**config.mk**
```make
export PLATFORM = sky130hd
export DESIGN_NAME = load_resp_unit
export DESIGN_NICKNAME = d
export VERILOG_FILES = /design/src/rtl/load_resp_unit.sv
export SDC_FILE = /design/constraint.sdc
export NUM_CORES = 1
export LEC_CHECK = 0
export ABC_AREA = 1
export CORE_ASPECT_RATIO = 1.1
export CORE_UTILIZATION = 54
export CTS_CLUSTER_SIZE = 14
export DETAILED_ROUTE_END_ITERATION = 7
export GPL_TIMING_DRIVEN = 0
export PLACE_DENSITY = 0.95
export SLEW_MARGIN = 20
export SYNTH_ARGS = -nofsm -noshare
export SYNTH_HDL_FRONTEND = slang
export SYNTH_SLANG_ARGS = --single-unit
export TNS_END_PERCENT = 30
```
**constraint.sdc**
```tcl
create_clock -name clk -period 4.2 [get_ports clk]
set_clock_uncertainty 0.2 [all_clocks]
set_input_delay 0.42 -clock clk [delete_from_list [all_inputs] [get_ports clk]]
set_output_delay 0.42 -clock clk [all_outputs]
set_load 0.02 [all_outputs]
```
**src/rtl/load_resp_unit.sv**
```systemverilog
// load_resp_unit: takes one decoded load from the MEM stage and issues it on
// the SRAM-like data bus. It then aligns, extends or merges the returned word
// into a writeback value, and holds the pipeline while the load is in flight.
//
// Handshake semantics:
//   MEM side: a load is taken on a cycle with ld_valid & ld_ready & ~flush
//     and a legal load type. ld_ready is high only in IDLE.
//   Bus address phase: data_req stays high, with data_addr and data_size
//     stable, until the cycle in which data_addr_ok is sampled high.
//   Bus data phase: the single data_data_ok beat is always absorbed, even when
//     a flush has killed the load. A killed load drops its result silently.
//   Writeback: wb_valid is a one-cycle pulse. wb_data and wb_dst are only
//     meaningful in that cycle.
module load_resp_unit #(
    parameter int ADDR_W = 32
) (
    input  logic              clk,
    input  logic              resetn,
    input  logic              ld_valid,
    output logic              ld_ready,
    input  logic [8:0]        ld_ext_type,
    input  logic [ADDR_W-1:0] ld_addr,
    input  logic [31:0]       ld_old_rt,
    input  logic [4:0]        ld_dst,
    input  logic              flush,
    output logic              data_req,
    output logic              data_wr,
    output logic [1:0]        data_size,
    output logic [ADDR_W-1:0] data_addr,
    input  logic              data_addr_ok,
    input  logic              data_data_ok,
    input  logic [31:0]       data_rdata,
    output logic              stall,
    output logic              wb_valid,
    output logic [31:0]       wb_data,
    output logic [4:0]        wb_dst,
    output logic [1:0]        dbg_state
);

    // IDLE is encoded as zero so that a debug probe reading 0 means "free".
    typedef enum logic [1:0] {
        S_IDLE = 2'd0,
        S_REQ  = 2'd1,
        S_WAIT = 2'd2,
        S_DONE = 2'd3
    } state_e;

    state_e state_q, state_d;
    logic   killed_q, killed_d;

    // The latched load. ext_q keeps only the load bits {lb,lbu,lh,lhu,lw,lwl,lwr}.
    logic [6:0]        ext_q;
    logic [1:0]        off_q;
    logic [31:0]       old_q;
    logic [4:0]        dst_q;
    logic [ADDR_W-1:0] addr_q;
    logic [1:0]        size_q;
    logic [31:0]       wb_data_q;
    logic [4:0]        wb_dst_q;

    logic [6:0]        ld_bits;
    logic              type_ok;
    logic              accept;
    logic              complete;
    logic              is_lwlr;
    logic [ADDR_W-1:0] bus_addr;
    logic [1:0]        bus_size;
    logic [7:0]        sel_byte;
    logic [15:0]       sel_half;
    logic [31:0]       result;

    // Decode the incoming request: legality, bus address and bus size.
    always_comb begin
        ld_bits  = ld_ext_type[8:2];
        // Exactly one load bit and no store bit. Anything else is not a load.
        type_ok  = (ld_ext_type[1:0] == 2'b00) && (ld_bits != 7'd0) &&
                   ((ld_bits & (ld_bits - 7'd1)) == 7'd0);
        accept   = (state_q == S_IDLE) && ld_valid && !flush && type_ok;
        is_lwlr  = ld_ext_type[3] | ld_ext_type[2];
        bus_addr = is_lwlr ? {ld_addr[ADDR_W-1:2], 2'b00} : ld_addr;
        if (ld_ext_type[8] | ld_ext_type[7]) begin
            bus_size = 2'd0;
        end else if (ld_ext_type[6] | ld_ext_type[5]) begin
            bus_size = 2'd1;
        end else begin
            bus_size = 2'd2;
        end
        // A beat that arrives with a flush in the same cycle counts as killed.
        complete = (state_q == S_WAIT) && data_data_ok && !killed_q && !flush;
    end

    // Align, extend or merge the returned word according to the latched type.
    always_comb begin
        sel_byte = data_rdata[{off_q, 3'b000} +: 8];
        sel_half = off_q[1] ? data_rdata[31:16] : data_rdata[15:0];
        result   = 32'd0;
        if (ext_q[6]) begin
            result = {{24{sel_byte[7]}}, sel_byte};
        end else if (ext_q[5]) begin
            result = {24'd0, sel_byte};
        end else if (ext_q[4]) begin
            result = {{16{sel_half[15]}}, sel_half};
        end else if (ext_q[3]) begin
            result = {16'd0, sel_half};
        end else if (ext_q[2]) begin
            result = data_rdata;
        end else if (ext_q[1]) begin
            case (off_q)
                2'd0:    result = {data_rdata[7:0],  old_q[23:0]};
                2'd1:    result = {data_rdata[15:0], old_q[15:0]};
                2'd2:    result = {data_rdata[23:0], old_q[7:0]};
                default: result = data_rdata;
            endcase
        end else if (ext_q[0]) begin
            case (off_q)
                2'd0:    result = data_rdata;
                2'd1:    result = {old_q[31:24], data_rdata[31:8]};
                2'd2:    result = {old_q[31:16], data_rdata[31:16]};
                default: result = {old_q[31:8],  data_rdata[31:24]};
            endcase
        end
    end

    // State register and kill flag.
    always_ff @(posedge clk or negedge resetn) begin
        if (!resetn) begin
            state_q  <= S_IDLE;
            killed_q <= 1'b0;
        end else begin
            state_q  <= state_d;
            killed_q <= killed_d;
        end
    end

    // Next-state logic. A flush can never abort an accepted address phase,
    // because the data beat still has to be drained from the bus.
    always_comb begin
        state_d  = state_q;
        killed_d = killed_q;
        case (state_q)
            S_IDLE: begin
                if (accept) begin
                    state_d  = S_REQ;
                    killed_d = 1'b0;
                end
            end
            S_REQ: begin
                if (data_addr_ok) begin
                    state_d  = S_WAIT;
                    killed_d = flush;
                end else if (flush) begin
                    state_d = S_IDLE;
                end
            end
            S_WAIT: begin
                if (flush) begin
                    killed_d = 1'b1;
                end
                if (data_data_ok) begin
                    state_d = (killed_q || flush) ? S_IDLE : S_DONE;
                end
            end
            default: begin
                state_d = S_IDLE;
            end
        endcase
    end

    // Load capture at the handshake, and result capture when the beat returns.
    always_ff @(posedge clk or negedge resetn) begin
        if (!resetn) begin
            ext_q     <= 7'd0;
            off_q     <= 2'd0;
            old_q     <= 32'd0;
            dst_q     <= 5'd0;
            addr_q    <= '0;
            size_q    <= 2'd0;
            wb_data_q <= 32'd0;
            wb_dst_q  <= 5'd0;
        end else begin
            if (accept) begin
                ext_q  <= ld_bits;
                off_q  <= ld_addr[1:0];
                old_q  <= ld_old_rt;
                dst_q  <= ld_dst;
                addr_q <= bus_addr;
                size_q <= bus_size;
            end
            if (complete) begin
                wb_data_q <= result;
                wb_dst_q  <= dst_q;
            end
        end
    end

    // Outputs depend on state only. stall drops in DONE so that the pipeline
    // restarts in the same cycle as the writeback pulse.
    always_comb begin
        ld_ready  = (state_q == S_IDLE);
        data_req  = (state_q == S_REQ);
        data_wr   = 1'b0;
        data_addr = addr_q;
        data_size = size_q;
        stall     = (state_q == S_REQ) || (state_q == S_WAIT);
        wb_valid  = (state_q == S_DONE);
        wb_data   = wb_data_q;
        wb_dst    = wb_dst_q;
        dbg_state = state_q;
    end

endmodule

```
==> summary.md <==
| Metric | Value |
|---|---|
| Outcome | `completed` |
| Latest clock arrival within the worst-skew pair | `0.44 ns` |
| Num CTS Buffers | `17` |
| Final Cycle Share | `61.8%` |
| Die span in x | `114 um` |
| Fin nets | `1466` |
| Leak | `5.17 nW` |
| Final instance area | `0.0102 mm^2` |
| Inst Count DP | `1510` |
| Layout area overhead | `37.4%` |
| DR iter-0 viols | `911` |
| Initial antenna violation count | `3` |
| Worst-path clk slew | `0.06 ns` |
| Vias in the first global route | `8695` |
| Tmin final | `2.60 ns` |
| Syn Area/Cell | `6.57 um^2` |
| Core area | `0.0133 mm^2` |
| Std cell rows | `44` |
| Final ANT Viol Nets | `0` |
| Slew HR | `52.1%` |
| Unrepaired setup endpoints after global routing | `false` |
| H-tree Lvls | `4` |
| Crit path required time | `4.36 ns` |
| Clock Tree Buf Depth | `2` |
| Fmax | `0.385 GHz` |
| DR vias | `8613` |
| Initial DRT Pass Iterations | `6` |
| # port buffers | `192` |
| Crit Reg-Reg Startpoint | `dbg_state[0]` |
| Pin count of the biggest net entering global routing | `79` |
| CP max FO | `10` |
| CP endpoint kind | `flop` |
| Max IR drop VDD | `0.352 mV` |
| Die span in y | `125 um` |
| Pre-CTS WS | `1.49 ns` |
| Layout cells sized above 1 | `9.64%` |
| Worst-Margin Slew | `0.718 ns` |
| Count leader, synth | `nand2_1` |
| Register-to-register path setup slack | `1.60 ns` |
| Non-Filler Instances | `1545` |
| Placer congestion estimate | `1.04` |
| Post-Route WL | `28700 um` |
| Sequential element share of the synthesized area | `40.3%` |
| Vias per Instance | `5.57` |
| GR Overflow Total | `0` |
| Critical path, cell by cell | `inv_1, ha_1, o21ai_0, nor2_1, and2_1, nand3_2, inv_2, buf_4, buf_2, nor2_1, nor2_1` |
| GR Util All Layers | `42.0%` |
| R2r endpoint | `ext_q[6]` |
| Syn. warnings | `0` |
| Post-CTS sizing | `0` |
| Critical Path Source Type | `flop` |
| CTS sink count | `120` |
| P per Cell Area | `467 mW/mm^2` |
| Critical path arrival | `2.76 ns` |
| Detailed placement HPWL | `20600 um` |
| CP Class | `reg2reg` |
| Worst hold path class | `in2async` |
| DR DRC count | `0` |
| Slowest CP cell | `dfrtp_1` |
| Mapped cell area | `0.00744 mm^2` |
| Worst path max stage delay | `0.45 ns` |
| Final setup viols | `0` |
| Maximum Capacitance Violations | `0` |
| #FFs+latches synth | `120` |
| Root buffer cell | `clkbuf_16` |
| Top Ports | `194` |
| Crit path top cell by count | `nor2_1` |
| Die area | `0.0143 mm^2` |
| Unique masters post-synth | `35` |
| Mapped Nets | `1253` |
| Ys async rst share | `100%` |
| Routed len/inst | `18.6 um` |
| Final Hold Viols | `0` |
| Post-placement cell area | `0.00963 mm^2` |
| Share of the synthesized area in the top cell type | `40.3%` |
| Initial Util | `55.9%` |
| CTS tree | `built` |
| Top cells by count, synth | `nand2_1 (375), nor2_1 (247), dfrtp_1 (120), inv_1 (80), nand3_1 (56)` |
| Reg2Reg Depth | `11` |
| Worst Slack Setup Final | `1.60 ns` |
| Post-synth EDFFs | `0` |
| Fin Hold WS | `0.257 ns` |
| Synth area leader | `dfrtp_1` |
| Final slew viol count | `0` |
| Post-Syn Instances | `1133` |
| First-pass GRT wire length | `45300 um` |
| Main flop type after synthesis | `dfrtp_1` |
| Ranking of synthesized cells by area | `dfrtp_1 (40%), nand2_1 (19%), nor2_1 (12%)` |
-- sequential cells by signal, summed over array words and instances, names as in the netlist, 2 cells and up --
register   cells
ext_q          7
data_addr     32
dst_q          5
dbg_state      2
data_size      2
wb_data       32
wb_dst         5
old_q         32
off_q          2
-- how the worst max path moves through the flow --
| stage | from | endpoint | slack, ns | depth (start not counted) |
|---|---|---|---|---|
| 2_1_floorplan | dbg_state[0] | data_addr[13] | 2.10 | 11 |
| 3_3_place_gp | resetn | wb_data[24] | -1.94 | 1 |
| 3_5_place_dp | flush | wb_data[13] | 1.49 | 10 |
| 4_1_cts | dbg_state[1] | ld_ready | 1.65 | 3 |
| 5_1_grt | dbg_state[0] | wb_data[13] | 1.45 | 10 |
| 6_report | dbg_state[0] | ext_q[6] | 1.60 | 11 |
-- routing by layer --
metal  wire, um  global-route usage [%]  vias to the layer above
met5         11                       0                        -
li1           -                       -                     3933
met2      13800                    70.1                      593
met4       1450                    23.4                        2
met3       3100                    10.9                      127
met1      10400                    49.0                     3958
-- cell families (layout without fill, tap and decap cells) --
kind of cell | after synthesis | after routing | share of synthesized area [%]
adders and majority gates | 4 | 4 | 0.672
AOI/OAI and AO/OA | 135 | 135 | 10.4
and+or+nand+nor | 722 | 722 | 39.4
other | 1 | 3 | 0.0504
buffers and inverters | 151 | 377 | 9.16
DFF | 120 | 120 | 40.3
-- layout by cell type (no fill, tap or decap), types with 12 or more instances in the layout --
cell | Yosys | final
buf_2 | 31 | 31
clkdlybuf4s50_1 | 0 | 191
nand2_1 | 375 | 375
clkbuf_1 | 12 | 12
nand3_1 | 56 | 56
clkbuf_16 | 0 | 17
a21boi_1 | 14 | 14
dfrtp_1 | 120 | 120
a21oi_1 | 52 | 52
o21ai_0 | 37 | 37
nor2_1 | 247 | 247
buf_4 | 12 | 12
inv_1 | 80 | 80
or2_2 | 27 | 27
-- area by class of cell --
type | instances | area [um^2]
fillers | 994 | 3090
diodes | 2 | 5.00
multi-input cells | 862 | 3760
clock buffers | 18 | 439
inverters | 93 | 349
clock inverters | 14 | 149
flip-flops and latches | 120 | 3000
repair buffers | 194 | 1960
plain buffers | 58 | 333
well taps | 184 | 230
-- where the power goes --
group	internal (mW)	switching, mW
sequential	1.40	0.144
clock	0.889	0.586
combinational	0.812	0.950
total	3.10	1.68
-- critical path, delay by kind of cell, from the launching register on --
family / cells / cell delay (ns)
AND/OR/NAND/NOR: 5 / 0.73
buffers and inverters: 4 / 0.69
flip-flops: 1 / 0.45
adder cells (fa/ha/maj): 1 / 0.29
AO/OA/AOI/OAI: 1 / 0.16
-- repair_timing --
action	CTS	global route
hold endpoints to repair	42	0
buffers inserted	0	0
hold buffers	1	0
-- metrics by stage --
step | util [%] | TNS, ns | total power [mW]
after floorplan | - | 0 | 2.46
after global placement | 72.0 | -230.96 | 3.21
after detailed placement | 72.2 | 0 | 3.26
after CTS | 76.7 | 0 | 4.76
after global routing | 76.8 | 0 | 4.99
final | 76.8 | 0 | 4.78
Power figures use the tool's default switching activity.
